$ cat config.mk
export PLATFORM = sky130hd
export DESIGN_NAME = cnn_frame_sequencer_flat
export DESIGN_NICKNAME = d
export VERILOG_FILES = /design/src/rtl/cnn_frame_sequencer_if.sv /design/src/rtl/cnn_frame_sequencer.sv /design/src/flat_wrapper.sv
export SDC_FILE = /design/constraint.sdc
export NUM_CORES = 1
export LEC_CHECK = 0
export ABC_AREA = 0
export CORE_MARGIN = 2
export CORE_UTILIZATION = 47
export CTS_CLUSTER_SIZE = 40
export DETAILED_ROUTE_END_ITERATION = 16
export PLACE_DENSITY = 0.82
export SLEW_MARGIN = 40
export SYNTH_ARGS = -nofsm -noshare
export SYNTH_HDL_FRONTEND = slang
export SYNTH_SLANG_ARGS = --single-unit
$ cat constraint.sdc
create_clock -name clk -period 2.5 [get_ports clk]
set_clock_uncertainty 0.05 [all_clocks]
set_input_delay 0.75 -clock clk [delete_from_list [all_inputs] [get_ports clk]]
set_output_delay 0.75 -clock clk [all_outputs]
set_load 0.1 [all_outputs]
$ cat src/rtl/cnn_frame_sequencer_if.sv
// cnn_frame_sequencer_if: host pixel stream, CNN_TOP link and host result handshake
interface cnn_frame_sequencer_if #(
    parameter int RESULT_W = 48
);
    logic                       frame_req;
    logic                       abort;
    logic                       s_pix_valid;
    logic [7:0]                 s_pix_data;
    logic                       s_pix_ready;
    logic                       start_signal;
    logic                       pixel_valid;
    logic [7:0]                 pixel_in;
    logic                       final_result_valid;
    logic signed [RESULT_W-1:0] final_lane_result;
    logic                       res_valid;
    logic signed [RESULT_W-1:0] res_data;
    logic                       res_ready;
    logic                       busy;
    logic [1:0]                 err_code;
    logic [15:0]                frame_cnt;

    modport slave (
        input  frame_req, abort, s_pix_valid, s_pix_data, final_result_valid,
               final_lane_result, res_ready,
        output s_pix_ready, start_signal, pixel_valid, pixel_in, res_valid,
               res_data, busy, err_code, frame_cnt
    );

    modport master (
        output frame_req, abort, s_pix_valid, s_pix_data, final_result_valid,
               final_lane_result, res_ready,
        input  s_pix_ready, start_signal, pixel_valid, pixel_in, res_valid,
               res_data, busy, err_code, frame_cnt
    );
endinterface

$ cat src/rtl/cnn_frame_sequencer.sv
// cnn_frame_sequencer: sequences one CNN_TOP inference per host frame request
module cnn_frame_sequencer #(
    parameter int IMG_WIDTH   = 32,
    parameter int IMG_HEIGHT  = 32,
    parameter int TIMEOUT_CYC = 50000,
    parameter int START_GAP   = 1
) (
    input logic                  clk,
    input logic                  rst,
    cnn_frame_sequencer_if.slave bus
);
    localparam int IMG_SIZE = IMG_WIDTH * IMG_HEIGHT;
    localparam int PW = $clog2(IMG_SIZE);
    localparam int TW = $clog2(TIMEOUT_CYC > START_GAP ? TIMEOUT_CYC : START_GAP);

    typedef enum logic [2:0] {IDLE, START, GAP, STREAM, WAIT_RES, DONE, ERR} state_t;

    state_t        state, state_nx;
    logic [PW-1:0] pix_cnt;
    logic [TW-1:0] tmo_cnt;
    logic          accept, early, handshake, abort_eff;

    assign accept    = bus.s_pix_valid && state == STREAM;
    assign early     = bus.final_result_valid && (state == START || state == GAP || state == STREAM);
    assign handshake = state == DONE && bus.res_ready;
    // a result handshake in DONE completes even when abort arrives with it
    assign abort_eff = bus.abort && state != IDLE && !handshake;

    assign bus.s_pix_ready  = state == STREAM;
    assign bus.start_signal = state == START;
    assign bus.res_valid    = state == DONE;
    assign bus.busy         = state != IDLE;

    // state register
    always_ff @(posedge clk or negedge rst)
        if (!rst) state <= IDLE;
        else      state <= state_nx;

    // next-state: early result and timeout divert to ERR, abort overrides everything
    always_comb begin
        state_nx = state;
        case (state)
            IDLE:     state_nx = bus.frame_req ? START : IDLE;
            START:    state_nx = early ? ERR : GAP;
            GAP:      state_nx = early ? ERR : (tmo_cnt == TW'(START_GAP - 1)) ? STREAM : GAP;
            STREAM:   state_nx = early ? ERR : (accept && pix_cnt == PW'(IMG_SIZE - 1)) ? WAIT_RES : STREAM;
            WAIT_RES: state_nx = bus.final_result_valid ? DONE : (tmo_cnt == TW'(TIMEOUT_CYC - 1)) ? ERR : WAIT_RES;
            DONE:     state_nx = bus.res_ready ? IDLE : DONE;
            default:  state_nx = IDLE;
        endcase
        if (abort_eff) state_nx = IDLE;
    end

    // counters, registered pixel forwarding, result capture, error code and frame count
    always_ff @(posedge clk or negedge rst) begin
        if (!rst) begin
            pix_cnt         <= '0;
            tmo_cnt         <= '0;
            bus.pixel_valid <= 1'b0;
            bus.pixel_in    <= '0;
            bus.res_data    <= '0;
            bus.err_code    <= 2'b00;
            bus.frame_cnt   <= '0;
        end else begin
            pix_cnt         <= (state_nx == STREAM) ? pix_cnt + PW'(accept) : '0;
            tmo_cnt         <= (state_nx == state && (state == GAP || state == WAIT_RES)) ? tmo_cnt + TW'(1) : '0;
            bus.pixel_valid <= accept && !bus.abort;
            if (accept) bus.pixel_in <= bus.s_pix_data;
            if (state == WAIT_RES && state_nx == DONE) bus.res_data <= bus.final_lane_result;
            if (state == IDLE && bus.frame_req) bus.err_code <= 2'b00;
            else if (abort_eff) bus.err_code <= 2'b11;
            else if (state_nx == ERR) bus.err_code <= (state == WAIT_RES) ? 2'b01 : 2'b10;
            bus.frame_cnt   <= bus.frame_cnt + 16'(handshake);
        end
    end
endmodule
$ cat src/flat_wrapper.sv
// flat-port wrapper written by rule: the top's interface ports become plain ports
module cnn_frame_sequencer_flat 
#(
    parameter int IMG_WIDTH   = 32,
    parameter int IMG_HEIGHT  = 32,
    parameter int TIMEOUT_CYC = 50000,
    parameter int START_GAP   = 1
)
  (clk, rst, bus_frame_req, bus_abort, bus_s_pix_valid, bus_s_pix_data, bus_final_result_valid, bus_final_lane_result, bus_res_ready, bus_s_pix_ready, bus_start_signal, bus_pixel_valid, bus_pixel_in, bus_res_valid, bus_res_data, bus_busy, bus_err_code, bus_frame_cnt);
  cnn_frame_sequencer_if bus_i ();
  input logic clk;
  input logic rst;
  input wire logic [$bits(bus_i.frame_req)-1:0] bus_frame_req;
  input wire logic [$bits(bus_i.abort)-1:0] bus_abort;
  input wire logic [$bits(bus_i.s_pix_valid)-1:0] bus_s_pix_valid;
  input wire logic [$bits(bus_i.s_pix_data)-1:0] bus_s_pix_data;
  input wire logic [$bits(bus_i.final_result_valid)-1:0] bus_final_result_valid;
  input wire logic [$bits(bus_i.final_lane_result)-1:0] bus_final_lane_result;
  input wire logic [$bits(bus_i.res_ready)-1:0] bus_res_ready;
  output wire logic [$bits(bus_i.s_pix_ready)-1:0] bus_s_pix_ready;
  output wire logic [$bits(bus_i.start_signal)-1:0] bus_start_signal;
  output wire logic [$bits(bus_i.pixel_valid)-1:0] bus_pixel_valid;
  output wire logic [$bits(bus_i.pixel_in)-1:0] bus_pixel_in;
  output wire logic [$bits(bus_i.res_valid)-1:0] bus_res_valid;
  output wire logic [$bits(bus_i.res_data)-1:0] bus_res_data;
  output wire logic [$bits(bus_i.busy)-1:0] bus_busy;
  output wire logic [$bits(bus_i.err_code)-1:0] bus_err_code;
  output wire logic [$bits(bus_i.frame_cnt)-1:0] bus_frame_cnt;
  assign bus_i.frame_req = bus_frame_req;
  assign bus_i.abort = bus_abort;
  assign bus_i.s_pix_valid = bus_s_pix_valid;
  assign bus_i.s_pix_data = bus_s_pix_data;
  assign bus_i.final_result_valid = bus_final_result_valid;
  assign bus_i.final_lane_result = bus_final_lane_result;
  assign bus_i.res_ready = bus_res_ready;
  assign bus_s_pix_ready = bus_i.s_pix_ready;
  assign bus_start_signal = bus_i.start_signal;
  assign bus_pixel_valid = bus_i.pixel_valid;
  assign bus_pixel_in = bus_i.pixel_in;
  assign bus_res_valid = bus_i.res_valid;
  assign bus_res_data = bus_i.res_data;
  assign bus_busy = bus_i.busy;
  assign bus_err_code = bus_i.err_code;
  assign bus_frame_cnt = bus_i.frame_cnt;
  cnn_frame_sequencer #(.IMG_WIDTH(IMG_WIDTH), .IMG_HEIGHT(IMG_HEIGHT), .TIMEOUT_CYC(TIMEOUT_CYC), .START_GAP(START_GAP)) u_core (.clk(clk), .rst(rst), .bus(bus_i));
endmodule
[After elaboration in Yosys (flattened, before gate mapping)]
Cells that the tools add are included.
Storage, ports and cells
  word-level logic and storage cells: 58
  output and inout port bits: 79
  register bits: 104
  input port bits: 63
Cells by class
  reductions and logical operators: 19
  add/sub/neg operators: 3
  mux-type cells: 17
  equality and inequality tests: 11
Operators with widths (number)
  2-to-1 mux 3 bit: 7
  one-hot mux 3 bit (6 select lines): 1
  adder 16 x 1 -> 16 bit: 1
  adder 16 x 1 -> 16 bit, second input constant: 1
  == test 16 bit, second input constant: 1
  logical NOT 16 bit: 1
  2-to-1 mux 16 bit: 1
  == test 3 bit, second input constant: 4
  adder 10 x 1 -> 10 bit: 1
  == test 10 bit, second input constant: 1
  logical AND 1 bit: 10
  2-to-1 mux 10 bit: 1
  2-to-1 mux 2 bit: 5
  == test 3 x 2 -> 1 bit, second input constant: 3
  nonzero test 3 bit: 2
  == test 3 x 1 -> 1 bit, second input constant: 1
  == test 3 bit: 1
  logical NOT 3 bit: 1
  logical OR 1 bit: 3
  logical NOT 1 bit: 2
  2-to-1 mux 1 bit: 2

[Depth between registers and ports, before layout]
Gate-level depths: netlist of run 1.
  word-level depth: 11
  depth in mapped cells: 11
  gate-level depth less buffers: 10

[Worst setup path before layout of run 1]
Ideal clock, no wire load.
  kind: register to output
  start: reg u_core.state[0]
  end: out bus_start_signal
  slack: -1235 ps
  stages on the path, launching flop included: 4
  data required time: 1700 ps
  buffers on the path: 2
  arrival: 2935 ps
  path through: dfrtp_1 -> clkbuf_8 -> clkbuf_1 -> nor3b_1
Between the ends
  cells in the longest elaborated chain, start to end: 1
Ends and longest elaborated chain
  from (decl): line cnn_frame_sequencer.sv:18  | state_t state, state_nx;
  from (signal assigned): line cnn_frame_sequencer.sv:37  | else state <= state_nx;
  == test 3 x 1 -> 1 bit: line cnn_frame_sequencer.sv:30  | assign bus.start_signal = state == START;
  to (decl): line flat_wrapper.sv:21  | output wire logic [$bits(bus_i.start_signal)-1:0] bus_start_signal;
No other way between the ends.

[Worst setup path after layout of run 1]
  start: in bus_abort
  end: reg u_core.bus.res_data[33] in the netlist's numbering
Between the ends
  cells in the longest elaborated chain, start to end: 5
Ends and longest elaborated chain
  from (decl): line flat_wrapper.sv:14  | input wire logic [$bits(bus_i.abort)-1:0] bus_abort;
  logical AND 1 bit (2 in series): line cnn_frame_sequencer.sv:27  | assign abort_eff = bus.abort && state != IDLE && !handshake;
  2-to-1 mux 3 bit: line cnn_frame_sequencer.sv:51  | if (abort_eff) state_nx = IDLE;
  via u_core.state_nx[2]: line cnn_frame_sequencer.sv:18
  == test 3 bit: line cnn_frame_sequencer.sv:69  | if (state == WAIT_RES && state_nx == DONE) bus.res_data <= bus.final_lane_result;
  logical AND 1 bit: line cnn_frame_sequencer.sv:69
  to (signal assigned): line cnn_frame_sequencer.sv:69
  to (decl): line cnn_frame_sequencer_if.sv:26  | res_data, busy, err_code, frame_cnt
The timed path passes the listed nets, and every way through them passes these cells.
A chain may end at the register's enable or synchronous reset.

==> impl_metrics.json, run 1 <==
{
  "status": "completed",
  "yosys_warnings": 0,
  "yosysTopAreaCellShare_pct": 57.1,
  "track_usage_pct": 20.0,
  "synth.distinct_cells": 44,
  "rows": 35,
  "drc": 0,
  "hold_viol": 0,
  "grt_overflow_total": 0,
  "yosys-top-cells-area": "dfrtp_1 (57%), mux2_2 (14%), xnor2_1 (4.4%)",
  "ys_top_cells_by_count": "dfrtp_1 (104), mux2_2 (56), nor2_1 (33), xnor2_1 (23), nand2_1 (21)",
  "placed_area_um2": 6160,
  "cap_violations": 0,
  "setup_viol": 0,
  "yosys.area.top_type": "dfrtp_1",
  "worstPathRequired_ns": 2.69,
  "max_stage_delay_ns": 0.51,
  "fin_util_pct": 71.1,
  "r2r_cells": 7,
  "ios": 142,
  "vias": 3463,
  "ys_seq_area_share_pct": 57.1,
  "fin_area_um2": 6630,
  "end_kind": "flip-flop",
  "detailedRoute.firstPassIterationCount": 4,
  "drive_gt1_share_pct": 40.1,
  "wl_um": 11100,
  "grt_max_degree": 38,
  "htreeDepth": 3,
  "syn_area_um2": 4560,
  "antenna_found_initial": 0,
  "path_class": "in2reg",
  "n_antenna_cell": 0,
  "hp-class": "in2async",
  "synthArstFlopShare_pct": 100,
  "cts_root_buf": "clkbuf_8",
  "dominantRegCellSynth": "dfrtp_1",
  "cts_hold_buf": 0,
  "nets": 627,
  "pwr_density_cell_nw_per_um2": 1350,
  "port_buffers": 141,
  "syn2layout_area_growth_pct": 45.5,
  "synth-seq-cells": 104,
  "critPathMaxFanout": 5,
  "synth_nets": 443,
  "cts_max_path_buffers": 2,
  "start_util_pct": 48.9,
  "die_w_um": 102,
  "worstSkewPairLatency_ns": 0.36,
  "grt_pass1_wl_um": 16500,
  "fmax_mhz": 416,
  "relSlewSlack_pct": 49.8,
  "layout_worst_path_cycle_share_pct": 96.3,
  "fp.coreArea_um2": 9330,
  "crit_path_top_delay_cell": "clkdlybuf4s50_1",
  "ant_nets": 0,
  "path_cells": "clkdlybuf4s50_1, o21a_1, nor2_1, o22ai_2, inv_2, and3_4, clkbuf_16, mux2_2",
  "r2r_start": "u_core.tmo_cnt[10]$_DFF_PN0_",
  "routed_via_density": 5.00,
  "startpoint_type": "primary input",
  "drt_iter0_drc": 91,
  "r2r_setup_slack_ns": 0.14,
  "avgSynthCellArea_um2": 12.2,
  "numCtsBuffers": 9,
  "cts_num_sinks": 104,
  "synth_cells": 374,
  "cts.clk_slew.worst_paths_ns": 0.11,
  "yosysMostFrequentCell": "dfrtp_1",
  "cts_tree": "built",
  "synth_edf_count": 0,
  "critPathArrivalTime_ns": 2.59,
  "finalMaxSlewViolations": 0,
  "post_drt_wl_per_cell_um": 16.1,
  "worst_slack_ns": 0.0937,
  "peakVddDrop_uv": 787,
  "worst_pin_slew_ns": 0.746,
  "grt_pass1_vias": 3487,
  "die-area_um2": 10500,
  "dp_slack_ns": -0.519,
  "worstReg2RegEnd": "u_core.pix_cnt[6]$_DFF_PN0_",
  "leakage_nw": 3.11,
  "hpwl_um": 7790,
  "die_h_um": 102,
  "globalplace.congestion": 0.859,
  "fin_crit_ns": 2.41
}
-- worst max-delay path: cells and delay by family --
| family | cells | cell delay (ns) |
|---|---|---|
| buffers and inverters | 3 | 0.79 |
| and+or+nand+nor | 2 | 0.45 |
| muxes | 1 | 0.33 |
| AOI/OAI and AO/OA | 2 | 0.27 |
-- final cells by class --
class	instances	area [µm²]
clock buffer	11	131
multi-input combinational	248	1930
sequential	104	2600
fill	665	2700
clock inverter	5	46.3
timing repair buffer	183	1710
tap	129	161
inverter	12	48.8
-- layer usage --
| layer | part of all wire (%) | global-route usage (%) | wire (µm) | vias to the layer above |
|---|---|---|---|---|
| met5 | 0 | 0 | 0 | - |
| met4 | 1.5 | 5.13 | 167 | 0 |
| met3 | 7.3 | 4.17 | 813 | 14 |
| met2 | 51 | 34.4 | 5700 | 118 |
| met1 | 40 | 25.8 | 4450 | 1677 |
| li1 | - | - | - | 1654 |
-- power by group --
part	internal, mW	switching [mW]
sequential	2.13	0.265
combinational	1.41	4.17
clock	0.382	0.588
total	3.92	5.03
-- logic make-up after synthesis --
kind of cell | synth area share (%)
AOI/OAI and AO/OA | 3.16
xor gates and xnor gates | 7.11
adders and majority gates | 1.65
buffers and inverters | 2.44
DFF | 57.1
muxes | 13.8
and+or+nand+nor | 14.7
-- flip-flops by register name (all words and copies together) (netlist names) --
name,flops
u_core.state,3
u_core.bus.err_code,2
u_core.bus.pixel_valid,1
u_core.pix_cnt,10
u_core.bus.res_data,48
u_core.bus.pixel_in,8
u_core.bus.frame_cnt,16
u_core.tmo_cnt,16
-- through the flow --
stage / power (mW) / cells / setup TNS (ns) / hold slack (ns)
floorplan: 6.53 / 374 / 0 / 0.404
CTS: 8.87 / 680 / 0 / 0.208
detailed placement: 7.86 / 660 / -27.62 / 0.414
global route: 9.32 / 692 / -0.0358 / 0.209
finish: 8.95 / 692 / 0 / 0.208
global placement: 7.79 / 660 / -25.60 / 0.417
-- worst max-delay path by stage --
stage	depth (start not counted)	to	startpoint	slack (ns)
after floorplan	11	u_core.pix_cnt[8]$_DFF_PN0_	u_core.state[0]$_DFF_PN0_	0.04
after global placement	8	u_core.pix_cnt[9]$_DFF_PN0_	bus_final_result_valid	-0.44
after detailed placement	8	u_core.pix_cnt[5]$_DFF_PN0_	bus_final_result_valid	-0.52
after CTS	8	u_core.pix_cnt[4]$_DFF_PN0_	bus_final_result_valid	0.006
after global routing	8	u_core.bus.res_data[33]$_DFFE_PN0P_	bus_abort	-0.01
final	8	u_core.bus.res_data[33]$_DFFE_PN0P_	bus_abort	0.09
-- cells in the final DEF (no fill, tap or decap), drive strengths merged, types with 2 or more instances in the layout --
master / instances
dfrtp: 104
xor2: 14
buf: 118
nand3: 14
nor3: 5
a21oi: 9
clkbuf: 15
nor2b: 3
o22ai: 2
and2: 3
mux2: 56
a211oi: 2
or4: 2
xnor2: 23
o21ai: 3
nand4: 10
or3: 2
nor2: 43
nand2: 21
nor3b: 2
and3: 8
clkdlybuf4s50: 58
ha: 6
dlymetal6s2s: 2
or2: 2
clkinv: 2
inv: 14
nand2b: 2
nor4: 6
-- what timing repair did --
action	4_1_cts	5_1_grt
endpoints found under the hold margin	0	0
pin swaps	8	7
gates resized for setup	8	17
setup endpoints to repair	58	61
cloned	1	8
buffers inserted	3	4
No activity file was read; power rests on OpenSTA's default activity.
==> inputs of run 2 (changes only) <==
Settings changed: CORE_UTILIZATION 47 to 42, PLACE_DENSITY 0.82 to 0.77, SLEW_MARGIN 40 to 5.
Clock period 2.5 ns to 2 ns, I/O delays scaled along.
==> run 2 against run 1 <==
  * Wire length is 29% higher
  * The flow now finishes with violations (negative setup slack)
  * Sequential cell count stayed put
  * Die area is 11% higher
  * Sequential share of layout area is 8.6 points lower
  * Critical endpoint is now u_core.pix_cnt[7]$_DFF_PN0_
  * Core utilization is 8.5 points higher
==> impl_metrics.json, run 2 (synthesis results as in run 1) <==
{
  "start_util_pct": 42.6,
  "startpoint_type": "primary input",
  "drive_gt1_share_pct": 52.8,
  "n_antenna_cell": 0,
  "grt_pass1_vias": 4118,
  "relSlewSlack_pct": 69.6,
  "hpwl_um": 9320,
  "top_register": "u_core.bus.res_data",
  "worst_slack_ns": -0.426,
  "cts.clk_slew.worst_paths_ns": 0.10,
  "detailedRoute.firstPassIterationCount": 4,
  "rsz0062_at_grt": "yes",
  "cts_tree": "built",
  "path_class": "in2reg",
  "wl_um": 14300,
  "ios": 142,
  "end_kind": "flip-flop",
  "status": "finished with violations",
  "largest_register_ffs": 48,
  "grt_pass1_wl_um": 21800,
  "die_h_um": 108,
  "routed_via_density": 5.14,
  "globalplace.congestion": 0.838,
  "p_total_mw": 14.2,
  "fmax_mhz": 412,
  "hold_ws_ns": 0.0294,
  "cts_max_path_buffers": 2,
  "fin_setup_tns_ns": -17.26,
  "grt_max_degree": 53,
  "hp-class": "in2async",
  "max_stage_delay_ns": 0.54,
  "drt_iter0_drc": 195,
  "grt_overflow_total": 0,
  "top_regs": "u_core.bus.res_data: 48 flops, u_core.bus.frame_cnt: 16 flops, u_core.tmo_cnt: 16 flops",
  "ant_nets": 0,
  "final_cell_mix": "dfrtp_1 (99), buf_12 (85), buf_4 (65)",
  "peakVddDrop_uv": 1250,
  "placed_area_um2": 7490,
  "dp_slack_ns": -0.899,
  "worstPathRequired_ns": 2.24,
  "antenna_found_initial": 0,
  "worstReg2RegEnd": "u_core.pix_cnt[7]$_DFF_PN0_",
  "nets": 679,
  "numCtsBuffers": 9,
  "worst_pin_slew_ns": 0.453,
  "cap_violations": 0,
  "path_cells": "clkdlybuf4s15_1, or4_4, nor4_4, a21oi_2, and2_4, a2111o_1, buf_6, nor2_4",
  "final_common_cell": "dfrtp_1",
  "r2r_setup_slack_ns": -0.40,
  "htreeDepth": 3,
  "die_w_um": 108,
  "finalMaxSlewViolations": 0,
  "fin_crit_ns": 2.43,
  "rows": 38,
  "crit_path_top_delay_cell": "or4_4",
  "cts_num_sinks": 104,
  "r2r_cells": 7,
  "critPathMaxFanout": 5,
  "syn2layout_area_growth_pct": 86.7,
  "die-area_um2": 11700,
  "critPathArrivalTime_ns": 2.67,
  "r2r_start": "u_core.tmo_cnt[10]$_DFF_PN0_",
  "pwr_density_cell_nw_per_um2": 1670,
  "vias": 3884,
  "leakage_nw": 3.73,
  "violations": "negative setup slack",
  "setup_viol": 80,
  "track_usage_pct": 24.2,
  "worstSkewPairLatency_ns": 0.36,
  "post_drt_wl_per_cell_um": 19.0,
  "layout_worst_path_cycle_share_pct": 121,
  "hold_viol": 0,
  "cts_root_buf": "clkbuf_8",
  "drc": 0,
  "fin_area_um2": 8510,
  "fp.coreArea_um2": 10700,
  "port_buffers": 141,
  "fillers": 605
}
## run 2: power breakdown
| group | switching (mW) | internal (mW) | leakage [nW] |
|---|---|---|---|
| Combinational | 5.65 | 3.80 | 2.24 |
| Clock | 0.766 | 0.633 | 0.103 |
| Sequential | 0.678 | 2.67 | 1.39 |
## run 2: per-stage QoR
stage / utilization, % / cells
after floorplan: - / 374
after global placement: 70.0 / 712
after detailed placement: 70.0 / 712
after CTS: 78.2 / 751
after global routing: 79.5 / 755
final: 79.5 / 755
## run 2: cell type report
class | instances | area [µm²] | share of cell area (%)
Tap cell | 140 | 175 | 2.06
Timing Repair Buffer | 236 | 3110 | 36.5
Multi-Input combinational cell | 247 | 2360 | 27.7
Inverter | 12 | 48.8 | 0.573
Sequential cell | 104 | 2610 | 30.7
Clock inverter | 6 | 76.3 | 0.897
Clock buffer | 10 | 138 | 1.62
## run 2: what timing repair did
action                     4_1_cts  5_1_grt
setup endpoints to repair       89       87
cloned                           5        0
setup buffers                   21       10
pin swaps                       35       23
resized for setup              115       41
hold buffers                     0        0
## run 2: worst max-delay path by stage
| stage | startpoint | to | cells after the start |
|---|---|---|---|
| after floorplan | u_core.state[0]$_DFF_PN0_ | u_core.pix_cnt[8]$_DFF_PN0_ | 11 |
| final | bus_final_result_valid | u_core.pix_cnt[7]$_DFF_PN0_ | 8 |
| after global routing | u_core.tmo_cnt[7]$_DFF_PN0_ | u_core.pix_cnt[7]$_DFF_PN0_ | 7 |
| after detailed placement | bus_s_pix_valid | u_core.bus.res_data[46]$_DFFE_PN0P_ | 8 |
| after global placement | bus_final_result_valid | u_core.pix_cnt[8]$_DFF_PN0_ | 8 |
| after CTS | u_core.tmo_cnt[11]$_DFF_PN0_ | u_core.pix_cnt[7]$_DFF_PN0_ | 7 |
## run 2: layer usage
metal	global-route usage [%]	vias up	routed length [µm]
met4	7.05	0	349
met3	4.28	29	811
met1	28.9	1961	5550
met5	0	-	0
met2	44.4	133	7610
li1	-	1761	-
## run 2: worst max-delay path: cells and delay by family
family | cells | cell delay (ns)
compound gates | 2 | 0.52
simple gates | 4 | 1.19
buf+inv | 2 | 0.35
